### src/rtl/niu32_pkg.sv
// Shared constants and types for the Niu32 memory arbiter.
// ADDR_* are the board I/O locations decoded on the D-port when MMIO is built in.
package niu32_pkg;

    localparam int unsigned WORD_SIZE          = 32;
    localparam int unsigned MEM_ADDR_BITS      = 13;
    localparam int unsigned MEM_WORD_OFFSET    = 2;
    localparam int unsigned MEM_WORD_ADDR_BITS = MEM_ADDR_BITS - MEM_WORD_OFFSET;

    localparam logic [WORD_SIZE-1:0] ADDR_HEX    = 32'hFFFF_0000;
    localparam logic [WORD_SIZE-1:0] ADDR_LEDR   = 32'hFFFF_0020;
    localparam logic [WORD_SIZE-1:0] ADDR_LEDG   = 32'hFFFF_0040;
    localparam logic [WORD_SIZE-1:0] ADDR_KEY    = 32'hFFFF_0100;
    localparam logic [WORD_SIZE-1:0] ADDR_SWITCH = 32'hFFFF_0120;

    typedef enum logic [1:0] {
        StIdle,
        StIssue,
        StResp
    } arb_state_e;

    typedef enum logic {
        GntI,
        GntD
    } grant_e;

    // Byte address to RAM word address; bits above the RAM window alias.
    function automatic logic [MEM_WORD_ADDR_BITS-1:0] ram_word_addr(
        input logic [WORD_SIZE-1:0] byte_addr
    );
        return byte_addr[MEM_ADDR_BITS-1:MEM_WORD_OFFSET];
    endfunction

endpackage

### src/rtl/niu32_mem_arbiter_if.sv
// Bus bundle between the core fetch/load-store paths, the RAM macro and board I/O.
// slave is the arbiter's view; master is the core/RAM/board side.
interface niu32_mem_arbiter_if;
    import niu32_pkg::*;

    logic                          i_req;
    logic [WORD_SIZE-1:0]          i_addr;
    logic                          i_ack;
    logic [WORD_SIZE-1:0]          i_rdata;

    logic                          d_req;
    logic                          d_we;
    logic [WORD_SIZE-1:0]          d_addr;
    logic [WORD_SIZE-1:0]          d_wdata;
    logic                          d_ack;
    logic [WORD_SIZE-1:0]          d_rdata;

    logic                          mem_en;
    logic                          mem_we;
    logic [MEM_WORD_ADDR_BITS-1:0] mem_addr;
    logic [WORD_SIZE-1:0]          mem_wdata;
    logic [WORD_SIZE-1:0]          mem_rdata;

    logic [3:0]                    key;
    logic [9:0]                    switch;
    logic [15:0]                   hex_out;
    logic [9:0]                    ledr;
    logic [7:0]                    ledg;

    modport slave (
        input  i_req, i_addr, d_req, d_we, d_addr, d_wdata, mem_rdata, key, switch,
        output i_ack, i_rdata, d_ack, d_rdata, mem_en, mem_we, mem_addr, mem_wdata,
        output hex_out, ledr, ledg
    );

    modport master (
        output i_req, i_addr, d_req, d_we, d_addr, d_wdata, mem_rdata, key, switch,
        input  i_ack, i_rdata, d_ack, d_rdata, mem_en, mem_we, mem_addr, mem_wdata,
        input  hex_out, ledr, ledg
    );

endinterface

### src/rtl/niu32_mmio_regs.sv
// Board I/O registers (HEX/LEDR/LEDG), D-port address decode and read mux.
// Reads are captured during ISSUE so RESP returns a stable value.
module niu32_mmio_regs
    import niu32_pkg::*;
(
    input  logic                 clk,
    input  logic                 reset,
    input  logic                 acc_i,
    input  logic                 we_i,
    input  logic [WORD_SIZE-1:0] addr_i,
    input  logic [WORD_SIZE-1:0] wdata_i,
    input  logic [3:0]           key_i,
    input  logic [9:0]           switch_i,
    output logic                 hit_o,
    output logic [WORD_SIZE-1:0] rdata_o,
    output logic [15:0]          hex_o,
    output logic [9:0]           ledr_o,
    output logic [7:0]           ledg_o
);

    logic [15:0]          hex_q, hex_d;
    logic [9:0]           ledr_q, ledr_d;
    logic [7:0]           ledg_q, ledg_d;
    logic [WORD_SIZE-1:0] rdata_q, rdata_d;
    logic sel_hex, sel_ledr, sel_ledg, sel_key, sel_switch;

    assign sel_hex    = (addr_i == ADDR_HEX);
    assign sel_ledr   = (addr_i == ADDR_LEDR);
    assign sel_ledg   = (addr_i == ADDR_LEDG);
    assign sel_key    = (addr_i == ADDR_KEY);
    assign sel_switch = (addr_i == ADDR_SWITCH);
    assign hit_o      = sel_hex | sel_ledr | sel_ledg | sel_key | sel_switch;

    always_comb begin
        hex_d   = hex_q;
        ledr_d  = ledr_q;
        ledg_d  = ledg_q;
        rdata_d = rdata_q;
        if (acc_i && we_i) begin
            // KEY and SWITCH writes fall through and are discarded.
            if (sel_hex)  hex_d  = wdata_i[15:0];
            if (sel_ledr) ledr_d = wdata_i[9:0];
            if (sel_ledg) ledg_d = wdata_i[7:0];
        end
        if (acc_i && !we_i) begin
            rdata_d = '0;
            if (sel_hex)    rdata_d = {16'b0, hex_q};
            if (sel_ledr)   rdata_d = {22'b0, ledr_q};
            if (sel_ledg)   rdata_d = {24'b0, ledg_q};
            if (sel_key)    rdata_d = {28'b0, key_i};
            if (sel_switch) rdata_d = {22'b0, switch_i};
        end
    end

    always_ff @(posedge clk or posedge reset) begin
        if (reset) begin
            hex_q   <= '0;
            ledr_q  <= '0;
            ledg_q  <= '0;
            rdata_q <= '0;
        end else begin
            hex_q   <= hex_d;
            ledr_q  <= ledr_d;
            ledg_q  <= ledg_d;
            rdata_q <= rdata_d;
        end
    end

    assign rdata_o = rdata_q;
    assign hex_o   = hex_q;
    assign ledr_o  = ledr_q;
    assign ledg_o  = ledg_q;

    logic unused_wdata;
    assign unused_wdata = ^wdata_i[WORD_SIZE-1:16];

endmodule

### src/rtl/niu32_mem_arbiter.sv
// Round-robin I/D arbiter for the shared single-port RAM (IDLE -> ISSUE -> RESP).
// Board I/O decode on the D-port is built in only when NIU32_MMIO_EN is defined.
module niu32_mem_arbiter
    import niu32_pkg::*;
(
    input  logic               clk,
    input  logic               reset,
    niu32_mem_arbiter_if.slave bus
);

    arb_state_e           state_q, state_d;
    grant_e               grant_q, grant_d;
    grant_e               last_grant_q, last_grant_d;
    logic                 we_q, we_d;
    logic [WORD_SIZE-1:0] addr_q, addr_d;
    logic [WORD_SIZE-1:0] wdata_q, wdata_d;

    logic                 load;
    grant_e               load_grant;
    logic                 mmio_hit;
    logic                 d_mmio;
    logic                 mmio_acc;
    logic [WORD_SIZE-1:0] mmio_rdata;

    logic                          mem_en, mem_we;
    logic [MEM_WORD_ADDR_BITS-1:0] mem_addr;
    logic [WORD_SIZE-1:0]          mem_wdata;
    logic                          i_ack, d_ack;
    logic [WORD_SIZE-1:0]          i_rdata, d_rdata;

    assign d_mmio   = (grant_q == GntD) && mmio_hit;
    assign mmio_acc = (state_q == StIssue) && d_mmio;

    always_comb begin : next_state
        state_d      = state_q;
        last_grant_d = last_grant_q;
        load         = 1'b0;
        load_grant   = GntI;
        unique case (state_q)
            StIdle: begin
                if (bus.i_req || bus.d_req) begin
                    load    = 1'b1;
                    state_d = StIssue;
                    if (bus.i_req && bus.d_req) begin
                        load_grant = (last_grant_q == GntD) ? GntI : GntD;
                    end else begin
                        load_grant = bus.d_req ? GntD : GntI;
                    end
                end
            end
            StIssue: state_d = StResp;
            StResp: begin
                last_grant_d = grant_q;
                // Only the other port may chain directly; the acked port's req is stale.
                if ((grant_q == GntI) ? bus.d_req : bus.i_req) begin
                    load       = 1'b1;
                    load_grant = (grant_q == GntI) ? GntD : GntI;
                    state_d    = StIssue;
                end else begin
                    state_d = StIdle;
                end
            end
            default: state_d = StIdle;
        endcase
    end

    always_comb begin : latch_req
        grant_d = grant_q;
        we_d    = we_q;
        addr_d  = addr_q;
        wdata_d = wdata_q;
        if (load) begin
            grant_d = load_grant;
            if (load_grant == GntD) begin
                we_d    = bus.d_we;
                addr_d  = bus.d_addr;
                wdata_d = bus.d_wdata;
            end else begin
                we_d    = 1'b0;
                addr_d  = bus.i_addr;
                wdata_d = '0;
            end
        end
    end

    always_comb begin : outputs
        mem_en    = 1'b0;
        mem_we    = 1'b0;
        mem_addr  = '0;
        mem_wdata = '0;
        i_ack     = 1'b0;
        i_rdata   = '0;
        d_ack     = 1'b0;
        d_rdata   = '0;
        unique case (state_q)
            StIssue: begin
                if (!d_mmio) begin
                    mem_en    = 1'b1;
                    mem_we    = we_q;
                    mem_addr  = ram_word_addr(addr_q);
                    mem_wdata = wdata_q;
                end
            end
            StResp: begin
                if (grant_q == GntI) begin
                    i_ack   = 1'b1;
                    i_rdata = bus.mem_rdata;
                end else begin
                    d_ack = 1'b1;
                    if (!we_q) d_rdata = d_mmio ? mmio_rdata : bus.mem_rdata;
                end
            end
            default: ;
        endcase
    end

    always_ff @(posedge clk or posedge reset) begin
        if (reset) begin
            state_q      <= StIdle;
            grant_q      <= GntI;
            last_grant_q <= GntD;
            we_q         <= 1'b0;
            addr_q       <= '0;
            wdata_q      <= '0;
        end else begin
            state_q      <= state_d;
            grant_q      <= grant_d;
            last_grant_q <= last_grant_d;
            we_q         <= we_d;
            addr_q       <= addr_d;
            wdata_q      <= wdata_d;
        end
    end

    assign bus.mem_en    = mem_en;
    assign bus.mem_we    = mem_we;
    assign bus.mem_addr  = mem_addr;
    assign bus.mem_wdata = mem_wdata;
    assign bus.i_ack     = i_ack;
    assign bus.i_rdata   = i_rdata;
    assign bus.d_ack     = d_ack;
    assign bus.d_rdata   = d_rdata;

`ifdef NIU32_MMIO_EN
    logic [15:0] hex_out;
    logic [9:0]  ledr;
    logic [7:0]  ledg;

    niu32_mmio_regs u_mmio_regs (
        .clk      (clk),
        .reset    (reset),
        .acc_i    (mmio_acc),
        .we_i     (we_q),
        .addr_i   (addr_q),
        .wdata_i  (wdata_q),
        .key_i    (bus.key),
        .switch_i (bus.switch),
        .hit_o    (mmio_hit),
        .rdata_o  (mmio_rdata),
        .hex_o    (hex_out),
        .ledr_o   (ledr),
        .ledg_o   (ledg)
    );

    assign bus.hex_out = hex_out;
    assign bus.ledr    = ledr;
    assign bus.ledg    = ledg;
`else
    assign mmio_hit    = 1'b0;
    assign mmio_rdata  = '0;
    assign bus.hex_out = '0;
    assign bus.ledr    = '0;
    assign bus.ledg    = '0;

    logic unused_io;
    assign unused_io = ^{bus.key, bus.switch, mmio_acc,
                         addr_q[WORD_SIZE-1:MEM_ADDR_BITS], addr_q[MEM_WORD_OFFSET-1:0]};
`endif

endmodule

### src/flat_wrapper.sv
// flat-port wrapper written by rule: the top's interface ports become plain ports
module niu32_mem_arbiter_flat import niu32_pkg::*;
  (clk, reset, bus_i_req, bus_i_addr, bus_d_req, bus_d_we, bus_d_addr, bus_d_wdata, bus_mem_rdata, bus_key, bus_switch, bus_i_ack, bus_i_rdata, bus_d_ack, bus_d_rdata, bus_mem_en, bus_mem_we, bus_mem_addr, bus_mem_wdata, bus_hex_out, bus_ledr, bus_ledg);
  niu32_mem_arbiter_if bus_i ();
  input  logic clk;
  input  logic reset;
  input wire logic [$bits(bus_i.i_req)-1:0] bus_i_req;
  input wire logic [$bits(bus_i.i_addr)-1:0] bus_i_addr;
  input wire logic [$bits(bus_i.d_req)-1:0] bus_d_req;
  input wire logic [$bits(bus_i.d_we)-1:0] bus_d_we;
  input wire logic [$bits(bus_i.d_addr)-1:0] bus_d_addr;
  input wire logic [$bits(bus_i.d_wdata)-1:0] bus_d_wdata;
  input wire logic [$bits(bus_i.mem_rdata)-1:0] bus_mem_rdata;
  input wire logic [$bits(bus_i.key)-1:0] bus_key;
  input wire logic [$bits(bus_i.switch)-1:0] bus_switch;
  output wire logic [$bits(bus_i.i_ack)-1:0] bus_i_ack;
  output wire logic [$bits(bus_i.i_rdata)-1:0] bus_i_rdata;
  output wire logic [$bits(bus_i.d_ack)-1:0] bus_d_ack;
  output wire logic [$bits(bus_i.d_rdata)-1:0] bus_d_rdata;
  output wire logic [$bits(bus_i.mem_en)-1:0] bus_mem_en;
  output wire logic [$bits(bus_i.mem_we)-1:0] bus_mem_we;
  output wire logic [$bits(bus_i.mem_addr)-1:0] bus_mem_addr;
  output wire logic [$bits(bus_i.mem_wdata)-1:0] bus_mem_wdata;
  output wire logic [$bits(bus_i.hex_out)-1:0] bus_hex_out;
  output wire logic [$bits(bus_i.ledr)-1:0] bus_ledr;
  output wire logic [$bits(bus_i.ledg)-1:0] bus_ledg;
  assign bus_i.i_req = bus_i_req;
  assign bus_i.i_addr = bus_i_addr;
  assign bus_i.d_req = bus_d_req;
  assign bus_i.d_we = bus_d_we;
  assign bus_i.d_addr = bus_d_addr;
  assign bus_i.d_wdata = bus_d_wdata;
  assign bus_i.mem_rdata = bus_mem_rdata;
  assign bus_i.key = bus_key;
  assign bus_i.switch = bus_switch;
  assign bus_i_ack = bus_i.i_ack;
  assign bus_i_rdata = bus_i.i_rdata;
  assign bus_d_ack = bus_i.d_ack;
  assign bus_d_rdata = bus_i.d_rdata;
  assign bus_mem_en = bus_i.mem_en;
  assign bus_mem_we = bus_i.mem_we;
  assign bus_mem_addr = bus_i.mem_addr;
  assign bus_mem_wdata = bus_i.mem_wdata;
  assign bus_hex_out = bus_i.hex_out;
  assign bus_ledr = bus_i.ledr;
  assign bus_ledg = bus_i.ledg;
  niu32_mem_arbiter u_core (.clk(clk), .reset(reset), .bus(bus_i));
endmodule
### config.mk
export PLATFORM = sky130hd
export DESIGN_NAME = niu32_mem_arbiter_flat
export DESIGN_NICKNAME = d
export VERILOG_FILES = /design/src/rtl/niu32_pkg.sv /design/src/rtl/niu32_mem_arbiter_if.sv /design/src/rtl/niu32_mmio_regs.sv /design/src/rtl/niu32_mem_arbiter.sv /design/src/flat_wrapper.sv
export SDC_FILE = /design/constraint.sdc
export NUM_CORES = 1
export LEC_CHECK = 0
export BUFFER_PORTS_ARGS = -buffer_cell sky130_fd_sc_hd__buf_2
export CORE_AREA = 2 2 115 117
export CTS_BUF_LIST = sky130_fd_sc_hd__clkbuf_4
export DETAILED_ROUTE_END_ITERATION = 8
export DIE_AREA = 0 0 117 119
export GPL_ROUTABILITY_DRIVEN = 0
export PLACE_DENSITY = 0.68
export SETUP_SLACK_MARGIN = 0.05
export SKIP_CTS_REPAIR_TIMING = 1
export SYNTH_ARGS = -nofsm -noshare
export SYNTH_HDL_FRONTEND = slang
export SYNTH_SLANG_ARGS = --single-unit
### constraint.sdc
create_clock -name clk -period 1.48 [get_ports clk]
set_input_delay 0.37 -clock clk [delete_from_list [all_inputs] [get_ports clk]]
set_output_delay 0.37 -clock clk [all_outputs]
set_load 0.005 [all_outputs]
==> metrics.md <==
| Metric | Value |
|---|---|
| Status | `complete, but fails checks` |
| Failing checks | `negative setup slack` |
| N_diodes | `0` |
| Worst-Skew Late Latency | `0.36 ns` |
| Synth-to-Final Area Change | `54.4%` |
| Required time of the critical path | `1.11 ns` |
| Share of cells above drive strength 1 | `49.3%` |
| CORE AREA | `12,900 sq um` |
| Total global routing track utilization | `10.7%` |
| Syn_area_per_cell | `9.66 sq um` |
| Largest cells by area after synthesis | `dfrtp_1, and2_1, a22o_1, buf_4, mux2i_1` |
| Worst path max stage delay | `0.40 ns` |
| IO buf count | `201` |
| Largest net degree at the start of global routing | `46` |
| First-pass GRT wire length | `11.7 mm` |
| Final Hold Fails | `0` |
| # DRC | `0` |
| Post-route insts no fill | `689` |
| Clk buf depth | `2` |
| Slowest CP cell | `dfrtp_1` |
| Part of the Yosys area used for sequential elements | `42.0%` |
| Layout net count | `659` |
| Synth Register Bits | `48` |
| TritonCTS buffer count | `5` |
| Pwr Total | `0.00695 W` |
| Initial antenna violation count | `1` |
| Vias in the first global route | `2,383` |
| Worst EP arrival | `1.52 ns` |
| Vias per cell | `3.95` |
| Worst-path cell chain | `inv_2 > nand3_2 > nor2_4 > buf_12 > and2_1 > buf_4` |
| Root Buffer | `clkbuf_4` |
| Placed insts | `669` |
| Post-route cell area | `4420 sq um` |
| Critical Path Source Type | `flip-flop` |
| YS warnings | `0` |
| CP endpoint kind | `output port` |
| RSZ-0062 raised after global routing | `yes` |
| Routed wire length | `8.85 mm` |
| Leakage power | `2.51 nW` |
| Post-Syn Instances | `296` |
| Row count | `42` |
| H-tree depth | `2` |
| Setup-failing EPs final | `156` |
| Setup Skew | `0.00809 ns` |
| DP HPWL | `6.20 mm` |
| Slew Viols, Final | `0` |
| Cell variety after synth | `22` |
| Placed cell area | `4070 sq um` |
| Die area | `13,900 sq um` |
| CTS tree | `yes` |
| FMAX | `530 MHz` |
| Tcrit/Tclk final | `127%` |
| PwrDens | `1570 nW/um^2` |
| Starting density of the core | `22.2%` |
| Die Height | `119 um` |
| Top cell type's share of synthesized area | `41.1%` |
| Max cap viols | `0` |
| 1st-pass router iterations | `4` |
| WL/cell | `12.8 um` |
| DRT antenna net count | `0` |
| IO Count | `292` |
| Crit path kind | `flip-flop to output port` |
| Crit path time final | `1.89 ns` |
| Synth area leader | `dfrtp_1` |
| Crit Path Max Fanout | `22` |
| Clock Sinks | `48` |
| Tightest Hold Check Type | `input pin to flip-flop` |
| Global route overflow | `0` |
| Worst vdd ir | `0.825 mV` |
| DR vias | `2,722` |
| Final worst slack | `-0.407 ns` |
| Cell Area, Synth | `2860 sq um` |
| Initial DRC Count | `78` |
| Die width | `117 um` |
| Clock transition at the registers of the reported paths | `0.15 ns` |
## metal layers
metal	vias up	track usage [%]	wire [um]
met5	-	0	0
met4	0	2.94	83
met3	7	2.85	718
met2	146	20.3	4670
met1	1235	11.4	3380
li1	1334	-	-
## critical path: cells and delay by family (launching register included)
kind	cells	cell delay [ns]
buffers and inverters	3	0.36
flip-flops	1	0.40
AND/OR/NAND/NOR	3	0.40
## through the flow
stage,hold slack (ns),util [%],setup TNS [ns],setup slack (ns)
2_1_floorplan,0.399,-,0,0.0346
3_3_place_gp,0.399,31.6,-3.51,-0.117
3_5_place_dp,0.395,31.6,-6.07,-0.178
4_1_cts,-0.0275,32.3,-54.06,-0.616
5_1_grt,0.173,34.3,-63.18,-0.522
6_report,0.205,34.3,-45.95,-0.407
## cell usage after synthesis (all sizes together)
cell,count
dfstp,1
nor2,4
nand3,1
a21boi,1
o211a,1
nand2b,1
a21o,1
dfrtp,47
conb,1
a22o,33
inv,4
nand2,15
buf,45
mux2i,11
o221ai,1
clkbuf,10
and2,108
o21ai,11
## power by group
group	switching (W)	internal, W
clock network	0.000426	0.000353
registers	0.000353	0.00195
logic	0.00176	0.00211
total	0.00254	0.00441
## cell families after synthesis
kind of cell    Yosys count  synth area share [%]
simple gates            129                  26.5
buf+inv                  59                  13.9
compound gates           48                  13.6
flops                    48                  42.0
mux                      11                  3.85
other cells               1                 0.131
## flip-flops by register name, summed over array words and instances (netlist names)
name / cells
u_core.we_q: 1
u_core.last_grant_q: 1
u_core.addr_q: 11
u_core.grant_q: 1
u_core.wdata_q: 32
u_core.state_q: 2
## area by class of cell
cell class	instances	area, sq um
clock buffer	5	37.5
clock inverter	3	42.5
fill	1344	8460
inverter	4	18.8
multi-input combinational	223	1470
sequential	48	1200
tap	176	220
timing repair buffer	230	1430
## path summary, 6_finish.rpt
| check | start | endpoint | slack (ns) | depth (start not counted) |
|---|---|---|---|---|
| worst max-delay path | u_core.state_q[0] | bus_d_rdata[11] | -0.41 | 6 |
| worst min-delay path | bus_d_wdata[11] | u_core.wdata_q[11] | 0.20 | 2 |
| worst max register to register | u_core.state_q[1] | u_core.wdata_q[15] | -0.24 | 6 |
| worst min register to register | u_core.last_grant_q | u_core.last_grant_q | 0.48 | 2 |
| max in group asynchronous | reset | u_core.addr_q[3] | 0.52 | 4 |
| min in group asynchronous | reset | u_core.addr_q[7] | 0.54 | 3 |
## layout by cell type, fill, tap and decap left out, drive strengths merged
cell type and n:
buf 224, and2 108, dfrtp 47, conb 34
a22o 33, nand2 15, o21ai 11, mux2i 11
clkbuf 10, nor2 4, inv 3, o221ai 2
clkinvlp 2, a21boi 1, nand2b 1, o211a 1
a21o 1, nand3 1, clkinv 1, bufinv 1
dlygate4sd3 1, dfstp 1
Note: power is estimated with default switching activity, not from simulation.
